<file path="src/rtl/relational_compare_stream_pkg.sv">
// Shared encodings for the relational compare stream.
// Op codes line up with flag bit positions so result is a direct pick.
package relational_pkg;

   localparam int NFLG = 6;

   localparam logic [2:0] OP_GT = 3'd0;
   localparam logic [2:0] OP_LT = 3'd1;
   localparam logic [2:0] OP_GE = 3'd2;
   localparam logic [2:0] OP_LE = 3'd3;
   localparam logic [2:0] OP_EQ = 3'd4;
   localparam logic [2:0] OP_NE = 3'd5;

   localparam int FLG_GT = 0;
   localparam int FLG_LT = 1;
   localparam int FLG_GE = 2;
   localparam int FLG_LE = 3;
   localparam int FLG_EQ = 4;
   localparam int FLG_NE = 5;

   function automatic logic op_bad(input logic [2:0] op);
      return op > OP_NE;
   endfunction

   function automatic logic sel_flag(
      input logic [NFLG-1:0] f,
      input logic [2:0]      op
   );
      logic r;
      r = 1'b0;
      case (op)
         OP_GT:   r = f[FLG_GT];
         OP_LT:   r = f[FLG_LT];
         OP_GE:   r = f[FLG_GE];
         OP_LE:   r = f[FLG_LE];
         OP_EQ:   r = f[FLG_EQ];
         OP_NE:   r = f[FLG_NE];
         default: r = 1'b0;
      endcase
      return r;
   endfunction

endpackage

</file>
<file path="src/rtl/relational_compare_stream_core.sv">
// Combinational six-way relation of two WIDTH-bit operands.
// Signed mode flips the sign bits so one magnitude compare serves both.
module relational_core
   import relational_pkg::*;
#(
   parameter int WIDTH = 8
) (
   input  logic [WIDTH-1:0] a,
   input  logic [WIDTH-1:0] b,
   input  logic             is_signed,
   output logic [NFLG-1:0]  flags
);

   logic [WIDTH-1:0] ab;
   logic [WIDTH-1:0] bb;
   logic             lt;
   logic             eq;

   assign ab = {a[WIDTH-1] ^ is_signed, a[WIDTH-2:0]};
   assign bb = {b[WIDTH-1] ^ is_signed, b[WIDTH-2:0]};
   assign lt = ab < bb;
   assign eq = a == b;

   assign flags[FLG_GT] = !lt && !eq;
   assign flags[FLG_LT] = lt;
   assign flags[FLG_GE] = !lt;
   assign flags[FLG_LE] = lt || eq;
   assign flags[FLG_EQ] = eq;
   assign flags[FLG_NE] = !eq;

endmodule

</file>
<file path="src/rtl/relational_compare_stream.sv">
// Two-stage valid/ready relational comparator with a saturating
// count of delivered true results.
module relational_compare_stream
   import relational_pkg::*;
#(
   parameter int WIDTH     = 8,
   parameter int CNT_WIDTH = 16
) (
   input  logic                 clk,
   input  logic                 rst,
   input  logic                 in_valid,
   output logic                 in_ready,
   input  logic [WIDTH-1:0]     a,
   input  logic [WIDTH-1:0]     b,
   input  logic [2:0]           op,
   input  logic                 is_signed,
   output logic                 out_valid,
   input  logic                 out_ready,
   output logic                 result,
   output logic [NFLG-1:0]      flags,
   output logic                 op_err,
   input  logic                 clr_cnt,
   output logic [CNT_WIDTH-1:0] match_cnt
);

   logic             s1_valid;
   logic [WIDTH-1:0] s1_a;
   logic [WIDTH-1:0] s1_b;
   logic [2:0]       s1_op;
   logic             s1_sg;
   logic [NFLG-1:0]  s1_flags;

   logic in_fire;
   logic out_fire;
   logic s2_adv;

   relational_core #(
      .WIDTH(WIDTH)
   ) u_core (
      .a         (s1_a),
      .b         (s1_b),
      .is_signed (s1_sg),
      .flags     (s1_flags)
   );

   assign out_fire = out_valid && out_ready;
   assign s2_adv   = s1_valid && (!out_valid || out_ready);
   assign in_ready = !s1_valid || s2_adv;
   assign in_fire  = in_valid && in_ready;

   always_ff @(posedge clk) begin
      if (rst) begin
         s1_valid <= 1'b0;
         s1_a     <= '0;
         s1_b     <= '0;
         s1_op    <= '0;
         s1_sg    <= 1'b0;
      end else if (in_fire) begin
         s1_valid <= 1'b1;
         s1_a     <= a;
         s1_b     <= b;
         s1_op    <= op;
         s1_sg    <= is_signed;
      end else if (s2_adv) begin
         s1_valid <= 1'b0;
      end
   end

   // Payload only moves on a load, so it holds steady through a stall.
   always_ff @(posedge clk) begin
      if (rst) begin
         out_valid <= 1'b0;
         result    <= 1'b0;
         flags     <= '0;
         op_err    <= 1'b0;
      end else if (s2_adv) begin
         out_valid <= 1'b1;
         result    <= sel_flag(s1_flags, s1_op);
         flags     <= s1_flags;
         op_err    <= op_bad(s1_op);
      end else if (out_fire) begin
         out_valid <= 1'b0;
      end
   end

   always_ff @(posedge clk) begin
      if (rst || clr_cnt) begin
         match_cnt <= '0;
      end else if (out_fire && result && !(&match_cnt)) begin
         match_cnt <= match_cnt + 1'b1;
      end
   end

endmodule

</file>
<file path="config.mk">
export PLATFORM = sky130hd
export DESIGN_NAME = relational_compare_stream
export DESIGN_NICKNAME = d
export VERILOG_FILES = /design/src/rtl/relational_compare_stream_pkg.sv /design/src/rtl/relational_compare_stream_core.sv /design/src/rtl/relational_compare_stream.sv
export SDC_FILE = /design/constraint.sdc
export NUM_CORES = 1
export LEC_CHECK = 0
export ABC_CLOCK_PERIOD_IN_PS = 2000
export CAP_MARGIN = 20
export CORE_ASPECT_RATIO = 0.7
export CORE_MARGIN = 4
export CORE_UTILIZATION = 55
export CTS_CLUSTER_DIAMETER = 100
export DETAILED_ROUTE_END_ITERATION = 10
export DONT_BUFFER_PORTS = 1
export PLACE_DENSITY = 0.7
export SYNTH_ARGS = -nofsm -noshare
export SYNTH_HDL_FRONTEND = slang
export SYNTH_SLANG_ARGS = --single-unit
</file>
<file path="constraint.sdc">
create_clock -name clk -period 2 [get_ports clk]
set_input_delay 0.4 -clock clk [delete_from_list [all_inputs] [get_ports clk]]
set_output_delay 0.4 -clock clk [all_outputs]
set_load 0.05 [all_outputs]
</file>
* After elaboration in Yosys (flattened, before gate mapping)
Cells that the tools add are included.
Storage, ports and cells: bits in registers 46, input port bits 25, output and inout bits 26, logic and storage cells 45
Operators by class: $add $sub $neg 1, magnitude comparators 2, equality and inequality tests 6, multiplexer cells 5, bitwise gates (word level) 2, reductions and logical operators 19
Operators with widths (number):
- 16-bit by 1-bit adder with 16-bit output, second input constant | 1
- 16-bit AND reduction | 1
- 8-bit == test | 1
- 8-bit < comparator | 1
- 3-bit by 2-bit == test with 1-bit output, second input constant | 2
- 3-bit == test, second input constant | 2
- 1-bit logical AND | 6
- 1-bit one-hot mux with 6 select lines | 1
- 1-bit logical NOT | 5
- 1-bit logical OR | 4
- 1-bit 2-to-1 mux | 4
- 2-bit nonzero test | 2
- 3-bit by 1-bit == test with 1-bit output, second input constant | 1
- 3-bit greater-than comparator, second input constant | 1
- 3-bit logical NOT | 1
- 1-bit bitwise XOR | 2

* Longest topological paths before layout
Gate-level depths: netlist (run 1).
depth in word-level cells 6, mapped depth 8, mapped depth without buffers 8

* By module
From an unflattened synthesis (run 1), not the netlist that was laid out.
Second synthesis, totals: cell total of the unflattened synthesis 272, area total of the unflattened synthesis 2229.6 µm²
By module, submodules not included:
- relational_compare_stream | times used 1, cells an instance 236, area an instance 1936.9 µm², seq. area each 920.9 µm²
- relational_core | times used 1, cells an instance 36, area an instance 292.8 µm², seq. area each 0.0 µm²

* Worst setup path before layout (run 1)
Ideal clock, no wire load.
path type flip-flop to flip-flop, start reg match_cnt[0], end reg match_cnt[3], arrival 1941 ps, required time 1872 ps, path slack -69 ps, cell stages (with the launch flop) 8, path through dfxtp_1 ha_1 nand2_1 or2_2 o31a_1 nor2b_1 xnor2_1 nor2_1
On the way: word-level cells in the longest chain between the ends 3, elaborated cells on any way between the ends 4
RTL lines:
- start: declaration | RTL line relational_compare_stream.sv:23 | output logic [CNT_WIDTH-1:0] match_cnt
- start signal: assignment | RTL line relational_compare_stream.sv:90 | match_cnt <= match_cnt + 1'b1;
- branches (longest 3 deep; another with 16-bit by 1-bit adder with 16-bit output)
Several ways; the timed one is not identified. A chain may end at the register's enable or synchronous reset.

* Worst setup path in the final report (run 1)
start reg s1_b[1], end reg flags[3]
On the way: word-level cells in the longest chain between the ends 2, elaborated cells on any way between the ends 3
RTL lines:
- start: declaration | RTL line relational_compare_stream.sv:28 | logic [WIDTH-1:0] s1_b;
- start signal: assignment | RTL line relational_compare_stream.sv:55 | s1_b <= '0;
- start signal: assignment | RTL line relational_compare_stream.sv:61 | s1_b <= b;
- 8-bit < comparator or 8-bit == test (tied branches) | RTL line relational_compare_stream_core.sv:21, relational_compare_stream_core.sv:22
- 1-bit logical OR * | RTL line relational_compare_stream_core.sv:27 | assign flags[FLG_LE] = lt || eq;
- end signal: assignment | RTL line relational_compare_stream.sv:79 | flags <= s1_flags;
- end: declaration | RTL line relational_compare_stream.sv:20 | output logic [NFLG-1:0] flags,
Mark *: on every way between the ends. The rest lies on a longest branch, timed or not.

==> flow_metrics.tcl, run 1 <==
set metrics [dict create \
    status "completed" \
    synthFlopType "dfxtp_1" \
    overflow 0 \
    crit_required_ns 2.21 \
    cts-root-buf "clkbuf_8" \
    finalSetupViolCount 0 \
    numCtsBuffers 5 \
    htree_levels 2 \
    holdBufCountCts 0 \
    synth-seq-area-share 0.448 \
    critPathArrivalTime_ns 2.06 \
    peakVddDrop_mv 0.885 \
    wl_met2_um 1680 \
    critPathCapture "flags[3]$_SDFFE_PP0P_" \
    fin_nets 307 \
    skew_ns 0.00219 \
    hold_violations 0 \
    rows 18 \
    via_count 1667 \
    min_path_type "in2reg" \
    worst_r2r_path_depth 9 \
    path_cells "inv_2, ha_4, nor2b_1, o211ai_1, a211oi_2, a211oi_4, buf_4, nor3_1, nor3_1" \
    ff2ff_setup_slack_ns 0.16 \
    cp-start-kind "flop" \
    synth_fp_nets 288 \
    fin_util 0.662 \
    antenna_found_initial 0 \
    grt_use_total 0.190 \
    max_stage_delay_ns 0.35 \
    synth_top_cell_by_area "dfxtp_1" \
    yosysTopAreaCellShare 0.448 \
    yosysMostFrequentCell "nand2_1" \
    max_slew_margin 0.593 \
    grt_pass1_vias 1538 \
    diodes 0 \
    cts_buffer_depth 2 \
    worstPathMaxFanout 5 \
    syn_inst 255 \
    syn-cell-area_mm2 0.00205 \
    drt-vias-per-instance 5.15 \
    yosys_warnings 0 \
    dr_wl_met3_um 313 \
    syn_area_per_cell_um2 8.06 \
    p_per_area_mw_per_mm2 731 \
    ys_async_sr_fraction 0 \
    core_area_mm2 0.00356 \
    portBuffers 0 \
    netlist_top_cells_area "dfxtp_1 (45%), nand2_1 (10%), a21oi_1 (7.1%)" \
    grt_max_degree 32 \
    cts_sinks 46 \
    crit_top_cell "nor3_1" \
    place_ws_ns 0.123 \
    drv_slew 0 \
    tightest_slew_ns 0.610 \
    fmax_mhz 542 \
    detail_route.wl_per_cell_um 12.6 \
    drt_iter0_markers 58 \
    drc 0 \
    die_h_um 59.1 \
    critical_path.startpoint "s1_b[1]$_SDFFE_PP0P_" \
    ioPinCount 51 \
    ys_ff_latch 46 \
    place_congestion 0.768 \
    wirelength_met1_um 2070 \
    synth_edf_count 0 \
    ys_types 31 \
    worst_slack_ns 0.156 \
    cts_tree "yes" \
    cp_slowest_cell "a211oi_4" \
    endpoint_kind "flop" \
    cap_viol_max_count 0 \
    dieArea_mm2 0.00479 \
    layout-drive-gt1-share 0.157 \
    layout_min_cycle_time_ns 1.84 \
    cts.reportedPaths.clkPinSlew_ns 0.08 \
    syn_to_final_growth_pct 14.6 \
    power_leakage_nw 0.890 \
    synthTopCellsByCount "nand2_1 (55), dfxtp_1 (46), a21oi_1 (29)" \
    drtAntennaViolNets 0 \
    routed_wl_um 4090 \
    dp_hpwl_um 3160 \
    post-route-period-util 0.922 \
    top_layer_used "met4" \
    first_pass_iters 4 \
    reg2reg_to "flags[3]$_SDFFE_PP0P_" \
    clk_latency_ns 0.28 \
    crit_buf_inv 2 \
    initial_core_util 0.577 \
    crit_cells 9 \
    cp_top_family "compound AO/OA/AOI/OAI gates" \
    crit_type "reg2reg" \
    die_width_um 81.1 \
    reg2reg_from "s1_b[1]$_SDFFE_PP0P_" \
    grt_pass1_wl_um 7090 \
]
[registers in the layout (all words and copies together), names as in the netlist]
signal and count:
match_cnt 16, s1_a 8, s1_b 8, flags 6, s1_op 3, op_err 1
out_valid 1, result 1, s1_sg 1, s1_valid 1
[stage by stage]
stage               cells  instance area [µm²]  power (mW)  hold WS, ns  TNS [ns]
detailed placement    316                 2240        1.21        0.441         0
finish                324                 2350        1.72        0.174         0
global placement      316                 2240        1.20        0.438         0
global route          324                 2350        1.82        0.150  -0.00138
CTS                   323                 2320        1.72        0.160         0
floorplan             255                 2060        1.17        0.436         0
[cell type report]
type | count | area [µm²]
flip-flops and latches | 46 | 927
fillers | 350 | 1200
clock buffers | 5 | 68.8
inverters | 8 | 30.0
multi-input cells | 191 | 1090
clock inverters | 2 | 10.0
repair buffers | 22 | 165
well taps | 50 | 62.6
[cell families (layout without fill, tap and decap cells)]
logic type	count (synthesis)	after routing	share of synthesized area
xor gates and xnor gates	15	15	0.0676
buffers and inverters	18	37	0.0329
AOI/OAI and AO/OA	41	41	0.121
and+or+nand+nor	125	125	0.272
adders and majority gates	8	8	0.0487
DFF	46	46	0.448
muxes	2	2	0.00974
[metal layers]
| layer | global-route usage | vias up |
|---|---|---|
| li1 | - | 887 |
| met1 | 0.276 | 736 |
| met2 | 0.265 | 42 |
| met3 | 0.0669 | 2 |
| met4 | 0.0506 | 0 |
| met5 | 0 | - |
[what timing repair did]
item / CTS / global route
setup endpoints to repair: 0 / 2
gates resized for setup: 0 / 6
setup buffers: 0 / 1
[power breakdown]
part | internal [mW] | switching [mW]
Sequential | 0.951 | 0.0594
Combinational | 0.0812 | 0.108
Clock | 0.235 | 0.286
Total | 1.27 | 0.453
[worst min-delay path by stage]
stage | start | endpoint | slack (ns) | depth (start not counted)
2_1_floorplan | s1_a[0]$_SDFFE_PP0P_ | s1_a[0]$_SDFFE_PP0P_ | 0.44 | 2
3_3_place_gp | s1_a[0]$_SDFFE_PP0P_ | s1_a[0]$_SDFFE_PP0P_ | 0.44 | 2
3_5_place_dp | s1_b[5]$_SDFFE_PP0P_ | s1_b[5]$_SDFFE_PP0P_ | 0.44 | 2
4_1_cts | rst | out_valid$_SDFFE_PP0P_ | 0.16 | 1
5_1_grt | rst | s1_b[3]$_SDFFE_PP0P_ | 0.15 | 1
6_report | rst | s1_a[1]$_SDFFE_PP0P_ | 0.17 | 1
[cells in the final DEF (no fill, tap or decap), types with 4 or more instances in the layout]
cell,count
nor2b_1,4
nand3_1,9
nand4_1,4
buf_4,22
a21oi_1,29
nor2_1,28
inv_1,7
nor3_1,9
dfxtp_2,5
clkbuf_8,5
ha_1,7
xor2_1,8
xnor2_1,6
nand2_1,55
dfxtp_1,41
Note: power is estimated with default switching activity, not from simulation.
==> run 2: changes to the inputs <==
Settings changed: ABC_AREA set to 1.
==> run 2 against run 1 <==
Against the previous run:
- final cell count up 14%
- sequential cell count unchanged
- core utilization about the same
- total power up 1.5%
- register-to-register slack better by 0.10 ns
- sequential power about the same
- critical path depth up 1
- count of clock-buffer cells in the layout up 2
- via count up 15%
- setup slack better by 0.10 ns
- critical endpoint is now match_cnt[7]$_SDFFE_PP0P_
==> flow_metrics.tcl, run 2 <==
set metrics [dict create \
    critPathArrivalTime_ns 1.98 \
    layout_min_cycle_time_ns 1.74 \
    cts_resized 0 \
    dp_hpwl_um 3710 \
    drtAntennaViolNets 0 \
    clk_latency_ns 0.29 \
    syn_area_per_cell_um2 7.21 \
    grt_pass1_vias 1740 \
    mostFrequentLayoutCells "nand2_1 (47), dfxtp_1 (46), inv_1 (40), nor2_1 (40), a21oi_1 (33)" \
    fmax_mhz 575 \
    die_width_um 82.7 \
    synthTopCellsByCount "nand2_1 (47), dfxtp_1 (46), inv_1 (40), nor2_1 (40), a21oi_1 (33)" \
    overflow 0 \
    layout_commonest_cell "nand2_1" \
    synth-seq-area-share 0.429 \
    ys_types 27 \
    rsz0062_at_grt "false" \
    numCtsBuffers 5 \
    netlist_top_cells_area "dfxtp_1 (43%), nand2_1 (8.2%), a21oi_1 (7.7%)" \
    worst_r2r_path_depth 10 \
    cts_tree "yes" \
    yosysMostFrequentCell "nand2_1" \
    antenna_found_initial 0 \
    drt-vias-per-instance 5.20 \
    reg.largest.list "match_cnt (16), s1_a (8), s1_b (8)" \
    synth_top_cell_by_area "dfxtp_1" \
    holdBufCountCts 0 \
    p_clk_frac 0.301 \
    routed_wl_um 4820 \
    top_register "match_cnt" \
    grt_pass1_wl_um 8020 \
    hold_violations 0 \
    rows 18 \
    diodes 0 \
    yosysTopAreaCellShare 0.429 \
    p_seq_frac 0.581 \
    ioPinCount 51 \
    htree_levels 2 \
    fin_util 0.662 \
    cts_sinks 46 \
    portBuffers 0 \
    dieArea_mm2 0.00499 \
    post_cts_buffers 0 \
    yosys_warnings 0 \
    cts-root-buf "clkbuf_8" \
    timing.setup.tns_ns 0 \
    endpoint_kind "flop" \
    synthFlopType "dfxtp_1" \
    comb_power_share 0.117 \
    worstPathMaxFanout 12 \
    tightest_slew_ns 0.602 \
    cp_slowest_cell "dfxtp_1" \
    peakVddDrop_mv 0.550 \
    fin_nets 352 \
    detail_route.wl_per_cell_um 13.1 \
    crit_required_ns 2.24 \
    min_path_type "in2reg" \
    synth_edf_count 0 \
    syn-cell-area_mm2 0.00215 \
    drc 0 \
    first_pass_iters 5 \
    max_slew_margin 0.598 \
    initial_core_util 0.589 \
    finalSetupViolCount 0 \
    switching_share 0.274 \
    crit_type "reg2reg" \
    power_leakage_nw 1.01 \
    p_switching_uw 479 \
    place_congestion 0.937 \
    core_area_mm2 0.00365 \
    synth_fp_nets 331 \
    grt_max_degree 36 \
    syn_inst 298 \
    ys_async_sr_fraction 0 \
    cts.reportedPaths.clkPinSlew_ns 0.08 \
    skew_ns 0.00454 \
    grt_use_total 0.212 \
    crit_top_cell "nor2_1" \
    fill_cells 328 \
    post-route-period-util 0.870 \
    via_count 1919 \
    cts_buffer_depth 2 \
    cap_viol_max_count 0 \
    p_per_area_mw_per_mm2 724 \
    internal_power_mw 1.27 \
    max_stage_delay_ns 0.41 \
    layout-drive-gt1-share 0.113 \
    drv_slew 0 \
    ys_ff_latch 46 \
    status "completed" \
    drt_iter0_markers 140 \
    largest_reg_flops 16 \
    cp-start-kind "flop" \
    min_path_cells 1 \
    syn_to_final_growth_pct 12.4 \
    path_cells "ha_1, nand3_1, nor2_1, nand3_1, nand2_2, nor2_1, nand2_1, nor2_1, a21oi_1, o21a_1" \
    die_h_um 60.3 \
]
## run 2: cell count changes after synthesis, sizes merged, moves of 4 or more
cell,before,now
a21oi,29,33
clkbuf,9,5
inv,8,41
nand2,55,49
nand3,9,17
nor2,28,42
nor2b,4,0
o21ai,3,30
xnor2,6,0
xor2,9,3
## run 2: cell type report
class | count | area, µm² | share of cell area
Clock buffer | 7 | 76.3 | 0.0316
Inverter | 41 | 154 | 0.0637
Multi-Input combinational cell | 204 | 1040 | 0.432
Sequential cell | 46 | 921 | 0.381
Tap cell | 50 | 62.6 | 0.0259
Timing Repair Buffer | 21 | 158 | 0.0653
## run 2: cells by family (layout without fill, tap and decap cells)
kind of cell	count (synthesis)	in the layout	synth area share
and+or+nand+nor	123	123	0.255
AOI/OAI and AO/OA	70	70	0.170
adders and majority gates	8	8	0.0466
DFF	46	46	0.429
buffers and inverters	48	69	0.0879
xor gates and xnor gates	3	3	0.0122
## run 2: final timing paths
check                                            endpoint                      start  slack (ns)
worst min-delay path                flags[4]$_SDFFE_PP0P_                        rst        0.17
worst min register to register       s1_b[4]$_SDFFE_PP0P_       s1_b[4]$_SDFFE_PP0P_        0.46
worst max register to register  match_cnt[7]$_SDFFE_PP0P_  match_cnt[0]$_SDFFE_PP0P_        0.26
worst max-delay path            match_cnt[7]$_SDFFE_PP0P_  match_cnt[0]$_SDFFE_PP0P_        0.26
## run 2: routing by layer
metal | up-vias | track usage | wire length, µm
li1 | 1012 | - | -
met1 | 846 | 0.313 | 2470
met2 | 55 | 0.293 | 1900
met3 | 6 | 0.0708 | 400
met4 | 0 | 0.0559 | 52
met5 | - | 0 | 0
## run 2: power groups by stage
stage,Clock (mW),Combinational [mW],Sequential [mW]
4_1_cts,0.534,0.205,1.02
6_report,0.526,0.205,1.02
5_1_grt,0.580,0.239,1.02
3_5_place_dp,0,0.203,1.04
2_1_floorplan,0,0.152,1.04
3_3_place_gp,0,0.196,1.04
## run 2: worst max-delay path, delay by kind of cell (launching register included)
family	cells	cell delay (ns)
and+or+nand+nor	7	0.81
DFF	1	0.41
adders and majority gates	1	0.24
AOI/OAI and AO/OA	2	0.24
## run 2: through the flow
stage	instance area, µm²	setup WS, ns	hold slack [ns]	total power, mW	instances
floorplan	2150	0.111	0.433	1.19	298
global placement	2340	0.354	0.449	1.23	362
detailed placement	2340	0.307	0.456	1.24	362
CTS	2410	0.276	0.165	1.76	369
global route	2410	0.102	0.155	1.84	369
finish	2410	0.259	0.168	1.75	369
==> run 3: changes to the inputs <==
==> constraint.sdc (replaced) <==
create_clock -name clk -period 2 [get_ports clk]
set_input_delay 0.1 -clock clk [delete_from_list [all_inputs] [get_ports clk]]
set_output_delay 0.1 -clock clk [all_outputs]
set_load 0.05 [all_outputs]
==> run 3 against run 2 <==
Against the previous run:
- clock skew is essentially flat
- setup slack lost 0.0097 ns
- routed wire length grew 6.1%
- final area grew 6.4%
- register-to-register slack is essentially flat
- total power grew 4.4%
- core utilization grew 4.3 points
- worst hold slack lost 0.17 ns
- combinational power grew 11%
- sequential cell count is the same
- via count grew 4.6%
- largest cell class unchanged
==> flow_metrics.tcl, run 3 (synthesis results as in run 2) <==
set metrics [dict create \
    endpoint_kind "flop" \
    timing.setup.tns_ns 0 \
    routed_wl_um 5120 \
    top_register "match_cnt" \
    layout_min_cycle_time_ns 1.75 \
    worstPathMaxFanout 12 \
    grtUsageMet1 0.301 \
    cts_tree "yes" \
    htree_levels 2 \
    post_cts_buffers 0 \
    core_area_mm2 0.00365 \
    syn_to_final_growth_pct 19.6 \
    grtUsageMet2 0.321 \
    busiest_layer "met2" \
    initial_core_util 0.589 \
    drc 0 \
    crit_type "reg2reg" \
    skew_ns 0.00491 \
    cts_buffer_depth 2 \
    cts_sinks 46 \
    cp-start-kind "flop" \
    overflow 0 \
    drt_iter0_markers 163 \
    fin_area_mm2 0.00257 \
    peakVddDrop_mv 0.571 \
    holdBufCountCts 14 \
    layout_commonest_cell "nand2_1" \
    holdWs_ns 0.00214 \
    mostFrequentLayoutCells "nand2_1 (47), dfxtp_1 (46), inv_1 (40), nor2_1 (40), a21oi_1 (33)" \
    grt_max_degree 36 \
    cts-root-buf "clkbuf_8" \
    finalSetupViolCount 0 \
    hold_violations 0 \
    fin_nets 366 \
    grtUsageMet3 0.104 \
    p_per_area_mw_per_mm2 710 \
    numCtsBuffers 5 \
    cts.reportedPaths.clkPinSlew_ns 0.08 \
    antenna_found_initial 0 \
    placedInstanceArea_mm2 0.00234 \
    diodes 0 \
    grt_pass1_vias 1815 \
    cts_resized 0 \
    drtAntennaViolNets 0 \
    ioPinCount 51 \
    crit_required_ns 2.25 \
    detail_route.wl_per_cell_um 13.3 \
    critPathArrivalTime_ns 2.00 \
    final_cells 384 \
    power_mw 1.82 \
    cap_viol_max_count 0 \
    portBuffers 0 \
    die_h_um 60.3 \
    layout-drive-gt1-share 0.114 \
    fmax_mhz 571 \
    dieArea_mm2 0.00499 \
    drv_slew 0 \
    post-route-period-util 0.875 \
    status "completed" \
    clk_latency_ns 0.30 \
    largest_reg_flops 16 \
    grt_use_total 0.227 \
    place_congestion 0.939 \
    reg.largest.list "match_cnt (16), s1_a (8), s1_b (8)" \
    tightest_slew_ns 0.618 \
    rsz0062_at_grt "false" \
    rows 18 \
    first_pass_iters 5 \
    grt_pass1_wl_um 8310 \
    max_slew_margin 0.587 \
    die_width_um 82.7 \
    via_count 2007 \
    min_path_type "in2reg" \
    drt-vias-per-instance 5.23 \
    dp_hpwl_um 3660 \
    placed_cells 362 \
    power_leakage_nw 1.08 \
]
==> run 3: cell count changes in the layout (fill, tap and decap cells not counted), sizes merged <==
cell / delta
clkinv: +1
dlygate4sd3: +14
==> run 3: metal layers <==
layer | part of all wire | vias to the layer above
met1 | 0.49 | 891
met4 | 0.014 | 0
met2 | 0.40 | 59
met5 | 0 | -
met3 | 0.091 | 9
li1 | - | 1048
==> run 3: final timing paths <==
check | startpoint | end | slack, ns | cells past startpoint
worst max register to register | match_cnt[0]$_SDFFE_PP0P_ | match_cnt[7]$_SDFFE_PP0P_ | 0.25 | 10
worst max-delay path | match_cnt[0]$_SDFFE_PP0P_ | match_cnt[7]$_SDFFE_PP0P_ | 0.25 | 10
worst min-delay path | b[7] | s1_b[7]$_SDFFE_PP0P_ | 0.002 | 2
worst min register to register | s1_b[3]$_SDFFE_PP0P_ | s1_b[3]$_SDFFE_PP0P_ | 0.47 | 2
==> run 3: critical path, stage by stage (launching register included) <==
cell     delay [ns]
dfxtp_1        0.41
ha_1           0.24
nand3_1        0.11
nor2_1         0.13
nand3_1        0.09
nand2_2        0.24
nor2_1         0.09
nand2_1        0.08
nor2_1         0.06
a21oi_1        0.12
o21a_1         0.12
==> run 3: area by class of cell <==
type                    instances  area, µm²
fillers                       315       1080
multi-input cells             204       1040
flip-flops and latches         46        921
repair buffers                 35        298
inverters                      41        154
clock buffers                   7       86.3
well taps                      50       62.6
clock inverters                 1       5.00
==> run 3: metrics by stage <==
step,util,setup WS [ns]
CTS,0.704,0.250
global route,0.704,0.00704
detailed placement,0.641,0.276
finish,0.704,0.250
floorplan,-,0.111
global placement,0.641,0.357
==> run 3: where the power goes <==
part,total [mW],internal [mW],switching (mW)
combinational,0.227,0.0871,0.140
sequential,1.02,0.958,0.0577
clock,0.581,0.279,0.302
total,1.82,1.32,0.500
